$ cat config.mk
export PLATFORM = sky130hd
export DESIGN_NAME = rosc_beat_counter_flat
export DESIGN_NICKNAME = d
export VERILOG_FILES = /design/src/rtl/rosc_beat_counter_if.sv /design/src/rtl/rosc_beat_counter.sv /design/src/flat_wrapper.sv
export SDC_FILE = /design/constraint.sdc
export NUM_CORES = 1
export LEC_CHECK = 0
export ABC_AREA = 1
export CAP_MARGIN = 20
export CORE_MARGIN = 4
export CORE_UTILIZATION = 61
export CTS_BUF_LIST = sky130_fd_sc_hd__clkbuf_16
export CTS_CLUSTER_SIZE = 14
export DETAILED_ROUTE_END_ITERATION = 12
export HOLD_SLACK_MARGIN = 0.12
export PLACE_DENSITY = 0.84
export SKIP_CTS_REPAIR_TIMING = 1
export SLEW_MARGIN = 0
export SYNTH_ARGS = -nofsm -noshare
export SYNTH_HDL_FRONTEND = slang
export SYNTH_SLANG_ARGS = --single-unit
$ cat constraint.sdc
create_clock -name i_clk -period 7.45 [get_ports i_clk]
set_input_delay 1.49 -clock i_clk [delete_from_list [all_inputs] [get_ports i_clk]]
set_output_delay 1.49 -clock i_clk [all_outputs]
set_load 0.02 [all_outputs]
$ cat src/rtl/rosc_beat_counter_if.sv
// Signal bundle between the ring-oscillator measurement block and its controller.
// The controller drives the request and the oscillator lines; the block returns status and results.
interface rosc_beat_counter_if #(
  parameter int CNT_W = 16,
  parameter int WIN_W = 16
);
  logic             start;
  logic [WIN_W-1:0] window;
  logic             ref_osc;
  logic             str_osc;
  logic             osc_en;
  logic             busy;
  logic             done;
  logic [CNT_W-1:0] ref_cnt;
  logic [CNT_W-1:0] str_cnt;
  logic [CNT_W:0]   delta;
  logic             ovf;

  modport master (
    output start, window, ref_osc, str_osc,
    input  osc_en, busy, done, ref_cnt, str_cnt, delta, ovf
  );

  modport slave (
    input  start, window, ref_osc, str_osc,
    output osc_en, busy, done, ref_cnt, str_cnt, delta, ovf
  );
endinterface

$ cat src/rtl/rosc_beat_counter.sv
// Aging odometer readout: counts stressed and reference ring-oscillator edges over a
// programmable CLK window and reports both counts plus their signed difference.
module rosc_beat_counter #(
  parameter int CNT_W       = 16,
  parameter int WIN_W       = 16,
  parameter int SETTLE_CYC  = 8,
  parameter int SYNC_STAGES = 2
) (
  input  logic                i_clk,
  input  logic                i_rst,
  rosc_beat_counter_if.slave  io_bus
);

  localparam int SET_W = $clog2(SETTLE_CYC + 1);
  localparam int DRN_W = $clog2(SYNC_STAGES + 2);
  localparam int TMR_A = (WIN_W > SET_W) ? WIN_W : SET_W;
  localparam int TMR_W = (TMR_A > DRN_W) ? TMR_A : DRN_W;

  localparam logic [TMR_W-1:0] TMR_ZERO = {TMR_W{1'b0}};
  localparam logic [TMR_W-1:0] TMR_ONE  = {{(TMR_W-1){1'b0}}, 1'b1};
  localparam logic [CNT_W-1:0] CNT_ZERO = {CNT_W{1'b0}};
  localparam logic [CNT_W-1:0] CNT_ONE  = {{(CNT_W-1){1'b0}}, 1'b1};
  localparam logic [WIN_W-1:0] WIN_ZERO = {WIN_W{1'b0}};

  typedef enum logic [2:0] {
    ST_IDLE   = 3'd0,
    ST_SETTLE = 3'd1,
    ST_COUNT  = 3'd2,
    ST_DRAIN  = 3'd3,
    ST_REPORT = 3'd4
  } state_t;

  state_t                 r_state;
  state_t                 w_nxt;
  logic [TMR_W-1:0]       r_tmr;
  logic [TMR_W-1:0]       w_tmr_load;
  logic                   w_tmr_zero;
  logic [WIN_W-1:0]       r_win;

  logic [SYNC_STAGES-1:0] r_ref_sync;
  logic [SYNC_STAGES-1:0] r_str_sync;
  logic                   r_ref_hist;
  logic                   r_str_hist;
  logic                   w_ref_edge;
  logic                   w_str_edge;

  logic [CNT_W-1:0]       r_ref_cnt;
  logic [CNT_W-1:0]       r_str_cnt;
  logic [CNT_W:0]         r_delta;
  logic                   r_ovf;
  logic                   r_osc_en;
  logic                   r_busy;
  logic                   r_done;
  logic                   w_clr;
  logic                   w_count_en;

  assign w_tmr_zero = (r_tmr == TMR_ZERO);
  assign w_ref_edge = r_ref_sync[SYNC_STAGES-1] & ~r_ref_hist;
  assign w_str_edge = r_str_sync[SYNC_STAGES-1] & ~r_str_hist;
  assign w_clr      = (r_state == ST_SETTLE) && (w_nxt != ST_SETTLE);
  assign w_count_en = (r_state == ST_COUNT);

  // Oscillator synchronizers and the history flop used for rising-edge detection
  always_ff @(posedge i_clk or posedge i_rst) begin
    if (i_rst) begin
      r_ref_sync <= {SYNC_STAGES{1'b0}};
      r_str_sync <= {SYNC_STAGES{1'b0}};
      r_ref_hist <= 1'b0;
      r_str_hist <= 1'b0;
    end else begin
      r_ref_sync <= {r_ref_sync[SYNC_STAGES-2:0], io_bus.ref_osc};
      r_str_sync <= {r_str_sync[SYNC_STAGES-2:0], io_bus.str_osc};
      r_ref_hist <= r_ref_sync[SYNC_STAGES-1];
      r_str_hist <= r_str_sync[SYNC_STAGES-1];
    end
  end

  // Next-state selection; every phase length is timed by r_tmr counting down to zero
  always_comb begin
    w_nxt = r_state;
    case (r_state)
      ST_IDLE: begin
        if (io_bus.start) w_nxt = ST_SETTLE;
        else              w_nxt = ST_IDLE;
      end
      ST_SETTLE: begin
        if (!w_tmr_zero)          w_nxt = ST_SETTLE;
        else if (r_win == WIN_ZERO) w_nxt = ST_DRAIN;
        else                      w_nxt = ST_COUNT;
      end
      ST_COUNT: begin
        if (w_tmr_zero) w_nxt = ST_DRAIN;
        else            w_nxt = ST_COUNT;
      end
      ST_DRAIN: begin
        if (w_tmr_zero) w_nxt = ST_REPORT;
        else            w_nxt = ST_DRAIN;
      end
      ST_REPORT: w_nxt = ST_IDLE;
      default:   w_nxt = ST_IDLE;
    endcase
  end

  // Phase length loaded on entry: timer holds (cycles - 1) for the phase being entered
  always_comb begin
    w_tmr_load = TMR_ZERO;
    case (w_nxt)
      ST_SETTLE: w_tmr_load = TMR_W'(SETTLE_CYC - 1);
      ST_COUNT:  w_tmr_load = TMR_W'(r_win) - TMR_ONE;
      ST_DRAIN:  w_tmr_load = TMR_W'(SYNC_STAGES);
      default:   w_tmr_load = TMR_ZERO;
    endcase
  end

  // State, phase timer and captured window length
  always_ff @(posedge i_clk or posedge i_rst) begin
    if (i_rst) begin
      r_state <= ST_IDLE;
      r_tmr   <= TMR_ZERO;
      r_win   <= WIN_ZERO;
    end else begin
      r_state <= w_nxt;
      if (r_state != w_nxt)  r_tmr <= w_tmr_load;
      else if (!w_tmr_zero)  r_tmr <= r_tmr - TMR_ONE;
      else                   r_tmr <= r_tmr;
      if ((r_state == ST_IDLE) && io_bus.start) r_win <= io_bus.window;
      else                                      r_win <= r_win;
    end
  end

  // Edge counters saturate at all-ones; previous results survive until SETTLE exits
  always_ff @(posedge i_clk or posedge i_rst) begin
    if (i_rst) begin
      r_ref_cnt <= CNT_ZERO;
      r_str_cnt <= CNT_ZERO;
      r_delta   <= {(CNT_W+1){1'b0}};
      r_ovf     <= 1'b0;
    end else if (w_clr) begin
      r_ref_cnt <= CNT_ZERO;
      r_str_cnt <= CNT_ZERO;
      r_delta   <= {(CNT_W+1){1'b0}};
      r_ovf     <= 1'b0;
    end else begin
      if (w_count_en && w_ref_edge) begin
        if (&r_ref_cnt) r_ovf     <= 1'b1;
        else            r_ref_cnt <= r_ref_cnt + CNT_ONE;
      end
      if (w_count_en && w_str_edge) begin
        if (&r_str_cnt) r_ovf     <= 1'b1;
        else            r_str_cnt <= r_str_cnt + CNT_ONE;
      end
      if ((r_state == ST_DRAIN) && (w_nxt == ST_REPORT))
        r_delta <= {1'b0, r_str_cnt} - {1'b0, r_ref_cnt};
    end
  end

  // Status outputs registered from the upcoming state so they line up with it
  always_ff @(posedge i_clk or posedge i_rst) begin
    if (i_rst) begin
      r_osc_en <= 1'b0;
      r_busy   <= 1'b0;
      r_done   <= 1'b0;
    end else begin
      r_osc_en <= (w_nxt == ST_SETTLE) || (w_nxt == ST_COUNT);
      r_busy   <= (w_nxt != ST_IDLE);
      r_done   <= (w_nxt == ST_REPORT);
    end
  end

  assign io_bus.osc_en  = r_osc_en;
  assign io_bus.busy    = r_busy;
  assign io_bus.done    = r_done;
  assign io_bus.ref_cnt = r_ref_cnt;
  assign io_bus.str_cnt = r_str_cnt;
  assign io_bus.delta   = r_delta;
  assign io_bus.ovf     = r_ovf;

endmodule

$ cat src/flat_wrapper.sv
// flat-port wrapper written by rule: the top's interface ports become plain ports
module rosc_beat_counter_flat 
#(
  parameter int CNT_W       = 16,
  parameter int WIN_W       = 16,
  parameter int SETTLE_CYC  = 8,
  parameter int SYNC_STAGES = 2
)
  (i_clk, i_rst, io_bus_start, io_bus_window, io_bus_ref_osc, io_bus_str_osc, io_bus_osc_en, io_bus_busy, io_bus_done, io_bus_ref_cnt, io_bus_str_cnt, io_bus_delta, io_bus_ovf);
  rosc_beat_counter_if #(.CNT_W(CNT_W), .WIN_W(WIN_W)) io_bus_i ();
  input  logic i_clk;
  input  logic i_rst;
  input wire logic [$bits(io_bus_i.start)-1:0] io_bus_start;
  input wire logic [$bits(io_bus_i.window)-1:0] io_bus_window;
  input wire logic [$bits(io_bus_i.ref_osc)-1:0] io_bus_ref_osc;
  input wire logic [$bits(io_bus_i.str_osc)-1:0] io_bus_str_osc;
  output wire logic [$bits(io_bus_i.osc_en)-1:0] io_bus_osc_en;
  output wire logic [$bits(io_bus_i.busy)-1:0] io_bus_busy;
  output wire logic [$bits(io_bus_i.done)-1:0] io_bus_done;
  output wire logic [$bits(io_bus_i.ref_cnt)-1:0] io_bus_ref_cnt;
  output wire logic [$bits(io_bus_i.str_cnt)-1:0] io_bus_str_cnt;
  output wire logic [$bits(io_bus_i.delta)-1:0] io_bus_delta;
  output wire logic [$bits(io_bus_i.ovf)-1:0] io_bus_ovf;
  assign io_bus_i.start = io_bus_start;
  assign io_bus_i.window = io_bus_window;
  assign io_bus_i.ref_osc = io_bus_ref_osc;
  assign io_bus_i.str_osc = io_bus_str_osc;
  assign io_bus_osc_en = io_bus_i.osc_en;
  assign io_bus_busy = io_bus_i.busy;
  assign io_bus_done = io_bus_i.done;
  assign io_bus_ref_cnt = io_bus_i.ref_cnt;
  assign io_bus_str_cnt = io_bus_i.str_cnt;
  assign io_bus_delta = io_bus_i.delta;
  assign io_bus_ovf = io_bus_i.ovf;
  rosc_beat_counter #(.CNT_W(CNT_W), .WIN_W(WIN_W), .SETTLE_CYC(SETTLE_CYC), .SYNC_STAGES(SYNC_STAGES)) u_core (.i_clk(i_clk), .i_rst(i_rst), .io_bus(io_bus_i));
endmodule
# Word level (Yosys, flattened, before mapping)
# Index checks and enable logic that the tools add are counted.
dict set report op_classes {
  muxes 22
  add_sub_neg 5
  eq_ne 12
  n_bitwise 4
  n_reduce_logical 17
}
# operator n
set ops {}
lappend ops {{two-way mux 16 bit} 8}
lappend ops {{one-hot mux 16 bit (3 select lines)} 1}
lappend ops {{two-way mux 17 bit} 2}
lappend ops {{adder 16 x 1 -> 16 bit (second input constant)} 2}
lappend ops {{logical NOT 16 bit} 2}
lappend ops {{AND reduction 16 bit} 2}
lappend ops {{subtractor 16 x 1 -> 16 bit (second input constant)} 2}
lappend ops {{subtractor 16 x 16 -> 17 bit} 1}
lappend ops {{equality test 3 x 2 -> 1 bit (second input constant)} 4}
lappend ops {{one-hot mux 3 bit (4 select lines)} 1}
lappend ops {{two-way mux 1 bit} 8}
lappend ops {{equality test 3 x 1 -> 1 bit (second input constant)} 2}
lappend ops {{two-way mux 3 bit} 2}
lappend ops {{nonzero test 2 bit} 3}
lappend ops {{logical AND 1 bit} 5}
lappend ops {{inequality test 2 x 1 -> 1 bit (second input constant)} 2}
lappend ops {{AND reduction 2 bit} 2}
lappend ops {{equality test 3 bit (second input constant)} 1}
lappend ops {{logical NOT 3 bit} 1}
lappend ops {{inequality test 3 x 1 -> 1 bit (second input constant)} 1}
lappend ops {{inequality test 3 bit} 1}
lappend ops {{nonzero test 3 bit} 1}
lappend ops {{AND 1 bit} 2}
lappend ops {{inequality test 2 bit (second input constant)} 1}
lappend ops {{other kinds (2)} 3}
dict set report word_totals {
  out_inout_bits 53
  regBits 94
  inputBits 21
}

# Depth between registers and ports, before layout
dict set report logic_depth {
  depth_word 8
  depth_mapped 16
}

# Worst setup path before layout
# OpenSTA, ideal clock, no wires.
dict set report synth_path {
  path_type {input-to-reg}
  start {in io_bus_start}
  end {reg u_core.r_delta[11], in the netlist u_core.io_bus.delta[11]}
  path_slack_ps 4662
  path_stages 11
  arrival_time_ps 2712
  setup_time_ps 76
  n_path_buf 1
  cell_sequence {inv_1 -> nor3_2 -> inv_2 -> nand3_4 -> nand2_4 -> nand2_8 -> inv_6 -> nor2_8 -> buf_12 -> nand2_2 -> o21ai_2}
}
dict set report synth_between {
  elab_chain_len 5
  word_cells_on_any_way 8
  classes_between {eq/ne: 2; mux: 3; reduce/logical: 3}
}
# item line_no
set synth_lines {}
lappend synth_lines {{start: declaration} flat_wrapper.sv:13} ;# input wire logic [$bits(io_bus_i.start)-1:0] io_bus_start;
lappend synth_lines {{two-way mux 1 bit *} rosc_beat_counter.sv:83} ;# if (io_bus.start) w_nxt = ST_SETTLE;
lappend synth_lines {{one-hot mux 3 bit (4 select lines) *} rosc_beat_counter.sv:81} ;# case (r_state)
lappend synth_lines {{net u_core.w_nxt[0]} rosc_beat_counter.sv:34} ;# state_t w_nxt;
lappend synth_lines {{inequality test 3 x 1 -> 1 bit or equality test 3 bit (tied branches)} {rosc_beat_counter.sv:60, rosc_beat_counter.sv:152}}
lappend synth_lines {{logical AND 1 bit, on equally long branches} {rosc_beat_counter.sv:60, rosc_beat_counter.sv:152}}
lappend synth_lines {{two-way mux 17 bit or nonzero test 2 bit (tied branches)} n/a}
lappend synth_lines {{end signal: assignment} rosc_beat_counter.sv:136} ;# r_delta <= {(CNT_W+1){1'b0}};
lappend synth_lines {{end signal: assignment} rosc_beat_counter.sv:141} ;# r_delta <= {(CNT_W+1){1'b0}};
lappend synth_lines {{end signal: assignment} rosc_beat_counter.sv:153} ;# r_delta <= {1'b0, r_str_cnt} - {1'b0, r_ref_cnt};
lappend synth_lines {{end: declaration} rosc_beat_counter.sv:49} ;# logic [CNT_W:0] r_delta;
# Mark *: on every way through the listed nets, which the timed path passes. The rest lies on a longest branch.
# A chain may end at the register's enable or synchronous reset.

# Worst setup path in the final report
dict set report layout_path {
  start {in io_bus_start}
  end {reg u_core.r_tmr[0]}
}
dict set report layout_between {
  elab_chain_len 5
  word_cells_on_any_way 9
  classes_between {eq/ne: 5; mux: 4}
}
# item line_no
set layout_lines {}
lappend layout_lines {{two-way mux 1 bit *} rosc_beat_counter.sv:83}
lappend layout_lines {{one-hot mux 3 bit (4 select lines) *} rosc_beat_counter.sv:81}
lappend layout_lines {{net u_core.w_nxt[0]} rosc_beat_counter.sv:34}
lappend layout_lines {{equality test 3 x 2 -> 1 bit or equality test 3 x 1 -> 1 bit (tied branches)} rosc_beat_counter.sv:107} ;# case (w_nxt)
lappend layout_lines {{one-hot mux 16 bit (3 select lines)} rosc_beat_counter.sv:107}
lappend layout_lines {{two-way mux 16 bit} rosc_beat_counter.sv:123} ;# if (r_state != w_nxt) r_tmr <= w_tmr_load;
lappend layout_lines {{end signal: assignment} rosc_beat_counter.sv:123}
lappend layout_lines {{end signal: assignment} rosc_beat_counter.sv:124} ;# else if (!w_tmr_zero) r_tmr <= r_tmr - TMR_ONE;
lappend layout_lines {{end signal: assignment} rosc_beat_counter.sv:125} ;# else r_tmr <= r_tmr;
lappend layout_lines {{end: declaration} rosc_beat_counter.sv:35} ;# logic [TMR_W-1:0] r_tmr;
# Marked as above.

==> flow_summary.ini <==
[outcome]
status = complete, no violations

[cts]
clk_path_buf_depth = 2
cts_buffers = 9
cts_tree = yes
cts.reportedPaths.clkPinSlew_ns = 0.07
insertion_delay_ns = 0.34
clock-sinks = 94
clk_root_buffer_cell = clkbuf_16
htree_num_levels = 3

[drt]
routedWlPerCell_um = 14.7
drt_wl_total_um = 14400
antenna_left = 0
m1WireLength_um = 6590
dr_wl_met2_um = 6540
first_iter_violations = 525
vias_per_cell = 5.50
dr_wl_met3_um = 1060
drc = 0
drtPass1Iterations = 5
vias = 5384
top_layer_used = met4

[power_and_ir_drop]
leakage_nw = 3.36
ir_worst_vdd_v = 0.000189
power.density_nw_per_um2 = 311

[floorplanning]
coreArea_um2 = 9330
fp.dieArea_um2 = 11400
fp.dieH_um = 107
core.rowCount = 35
initial_core_util_pct = 63.5
io-pin-count = 74
die_w_um = 107

[yosys]
synth_area_leaders = dfrtp_1, nand2_1, nor2_1
mappedNetlistArea_um2 = 5920
synthCells = 772
ys_ff_latch = 94
synth-simple-area-share_pct = 33.7
synth_edf_count = 0
synth_fp_nets = 814
postSynth.asyncResetShare_pct = 100
synth_top_cell_by_area = dfrtp_1
ys.flop_type = dfrtp_1
synth-compound-area-share_pct = 7.77
synth_top_family_by_area = simple AND/OR/NAND/NOR gates
ys_types = 44
avgSynthCellArea_um2 = 7.67
ys_seq_area_share_pct = 39.7
muxShareOfSynthArea_pct = 0
synth_xor_area_share_pct = 6.65
synth.top_cell.area_share_pct = 39.7
yosys_warnings = 0
yosys.area_share.adder_pct = 4.56

[grt]
grt_pass1_wl_um = 24500
grt_max_degree = 60
grt_pass1_vias = 5150
antenna_found_initial = 0
track_usage_pct = 26.7
grt.overflow.total = 0

[cells_and_area]
fin_nets = 887
area_delta_synth_final_pct = 18.8
final_cells = 979
n_fill_cell = 724
multi_input_comb_area_um2 = 3120
diodes = 0
ff_latch_area_um2 = 2350
layout_common_cells = nand2_1, nor2_1, dfrtp_1, inv_1, clkdlybuf4s50_1
drive_gt1_share_pct = 8.00
utilization_pct = 75.4
layout_commonest_cell = nand2_1

[critical_path]
path_max_fanout = 25
worstSetupEndpointType = flip-flop
crit_slowest_cell = clkdlybuf4s50_1
worst-endpoint-required_ns = 7.68
path_cells = clkdlybuf4s50_1 > inv_1 > nor3_2 > buf_4 > inv_2 > nand3_4 > nand2_4 > nand3_4 > nor2_8 > inv_1 > nand2_1 > nand2_1
cp_slowest_stage_delay_ns = 0.40
arrival_ns = 3.50
rrSetupSlack_ns = 4.75
cp-start-kind = input pin
worstSetupPathType = input pin to flip-flop

[timing]
tightestPinTransition_ns = 0.764
rsz0062_at_grt = no
final.setup.tns_ns = 0
hold_viol_final = 0
fmax_ghz = 0.306
final-setup-viol-count = 0
fin_worst_skew_ns = 0.00753
timing.final.crit_share_pct = 43.8
setup_ws_ns = 4.18
slew_viol_final = 0
whs_ns = 0.351
fin_crit_ns = 3.27
slew-limit-headroom_pct = 49.1

[flow_run]
maxCapViolCount = 0

[place]
place.gp.congestion = 0.914
dp_hpwl_um = 10800
dp_slack_ns = 3.88
portBuffers = 73
placed_cells = 963

[worst_hold_path]
hp-class = flip-flop to flip-flop
-- per-stage QoR --
| step | cell area (um^2) | total power [mW] |
|---|---|---|
| 2_1_floorplan | 5920 | 1.52 |
| 3_3_place_gp | 6740 | 1.67 |
| 3_5_place_dp | 6740 | 1.71 |
| 4_1_cts | 7040 | 2.18 |
| 5_1_grt | 7040 | 2.34 |
| 6_report | 7040 | 2.19 |
-- cell type report --
class	count	share of cell area, %
Clock buffer	9	3.20
Clock inverter	7	1.03
Inverter	93	5.09
Multi-Input combinational cell	572	44.4
Sequential cell	94	33.4
Tap cell	129	2.29
Timing Repair Buffer	75	10.6
-- Yosys cell counts (2+ instances only) --
master and instances:
o21ai_2 6, nor2_4 4, nand3_1 38, inv_1 87, nand3_2 2, nand2_2 14
buf_6 3, nor2_1 105, a21oi_1 35, nand2_4 5, nor2_2 4, inv_2 4
nand2_1 188, buf_2 5, nand4_1 26, clkbuf_1 3, nor3b_1 5, xnor2_1 13
o21ai_0 29, nor2_8 3, xor2_1 32, a31oi_1 4, nand3_4 3, ha_1 20
dfrtp_1 94, nor3_1 22
-- path summary, 6_finish.rpt --
check                      cells after the start                            endpoint                      startpoint
max                                           12         u_core.r_tmr[0]$_DFFE_PP0P_                    io_bus_start
min                                            0      u_core.r_ref_sync[1]$_DFF_PP0_  u_core.r_ref_sync[0]$_DFF_PP0_
max reg2reg                                   15         u_core.r_tmr[0]$_DFFE_PP0P_     u_core.r_tmr[0]$_DFFE_PP0P_
min reg2reg                                    0      u_core.r_ref_sync[1]$_DFF_PP0_  u_core.r_ref_sync[0]$_DFF_PP0_
max in group asynchronous                      3  u_core.io_bus.delta[0]$_DFFE_PP0P_                           i_rst
min in group asynchronous                      2         u_core.r_win[8]$_DFFE_PP0P_                           i_rst
-- worst max-delay path: cells and delay by family --
kind | cells | cell delay [ns]
AND/OR/NAND/NOR | 7 | 1.02
buffers and inverters | 5 | 0.97
-- flip-flops by register name (all words and copies together) (netlist names) --
signal                 count
u_core.io_bus.ref_cnt     16
u_core.r_win              16
u_core.io_bus.ovf          1
u_core.io_bus.busy         1
u_core.io_bus.osc_en       1
u_core.io_bus.done         1
u_core.r_ref_sync          2
u_core.r_str_sync          2
u_core.r_str_hist          1
u_core.io_bus.str_cnt     16
u_core.r_ref_hist          1
u_core.r_state             3
u_core.r_tmr              16
u_core.io_bus.delta       17
-- metal layers --
layer	vias to the layer above	track usage, %
li1	2631	-
met1	2490	39.1
met2	239	41.9
met3	24	4.37
met4	0	6.21
met5	-	0
-- report_power, final --
group / total (mW) / leakage (nW) / switching [mW] / internal, mW
clock: 0.465 / 0.144 / 0.203 / 0.262
combinational: 1.02 / 1.96 / 0.687 / 0.337
sequential: 0.700 / 1.25 / 0.0971 / 0.603
-- logic make-up after synthesis --
family                   count (synthesis)
AND/OR/NAND/NOR                        424
buffers and inverters                  106
flip-flops                              94
AO/OA/AOI/OAI                           82
XOR/XNOR                                45
adder cells (fa/ha/maj)                 21
Note: power is estimated with default switching activity, not from simulation.
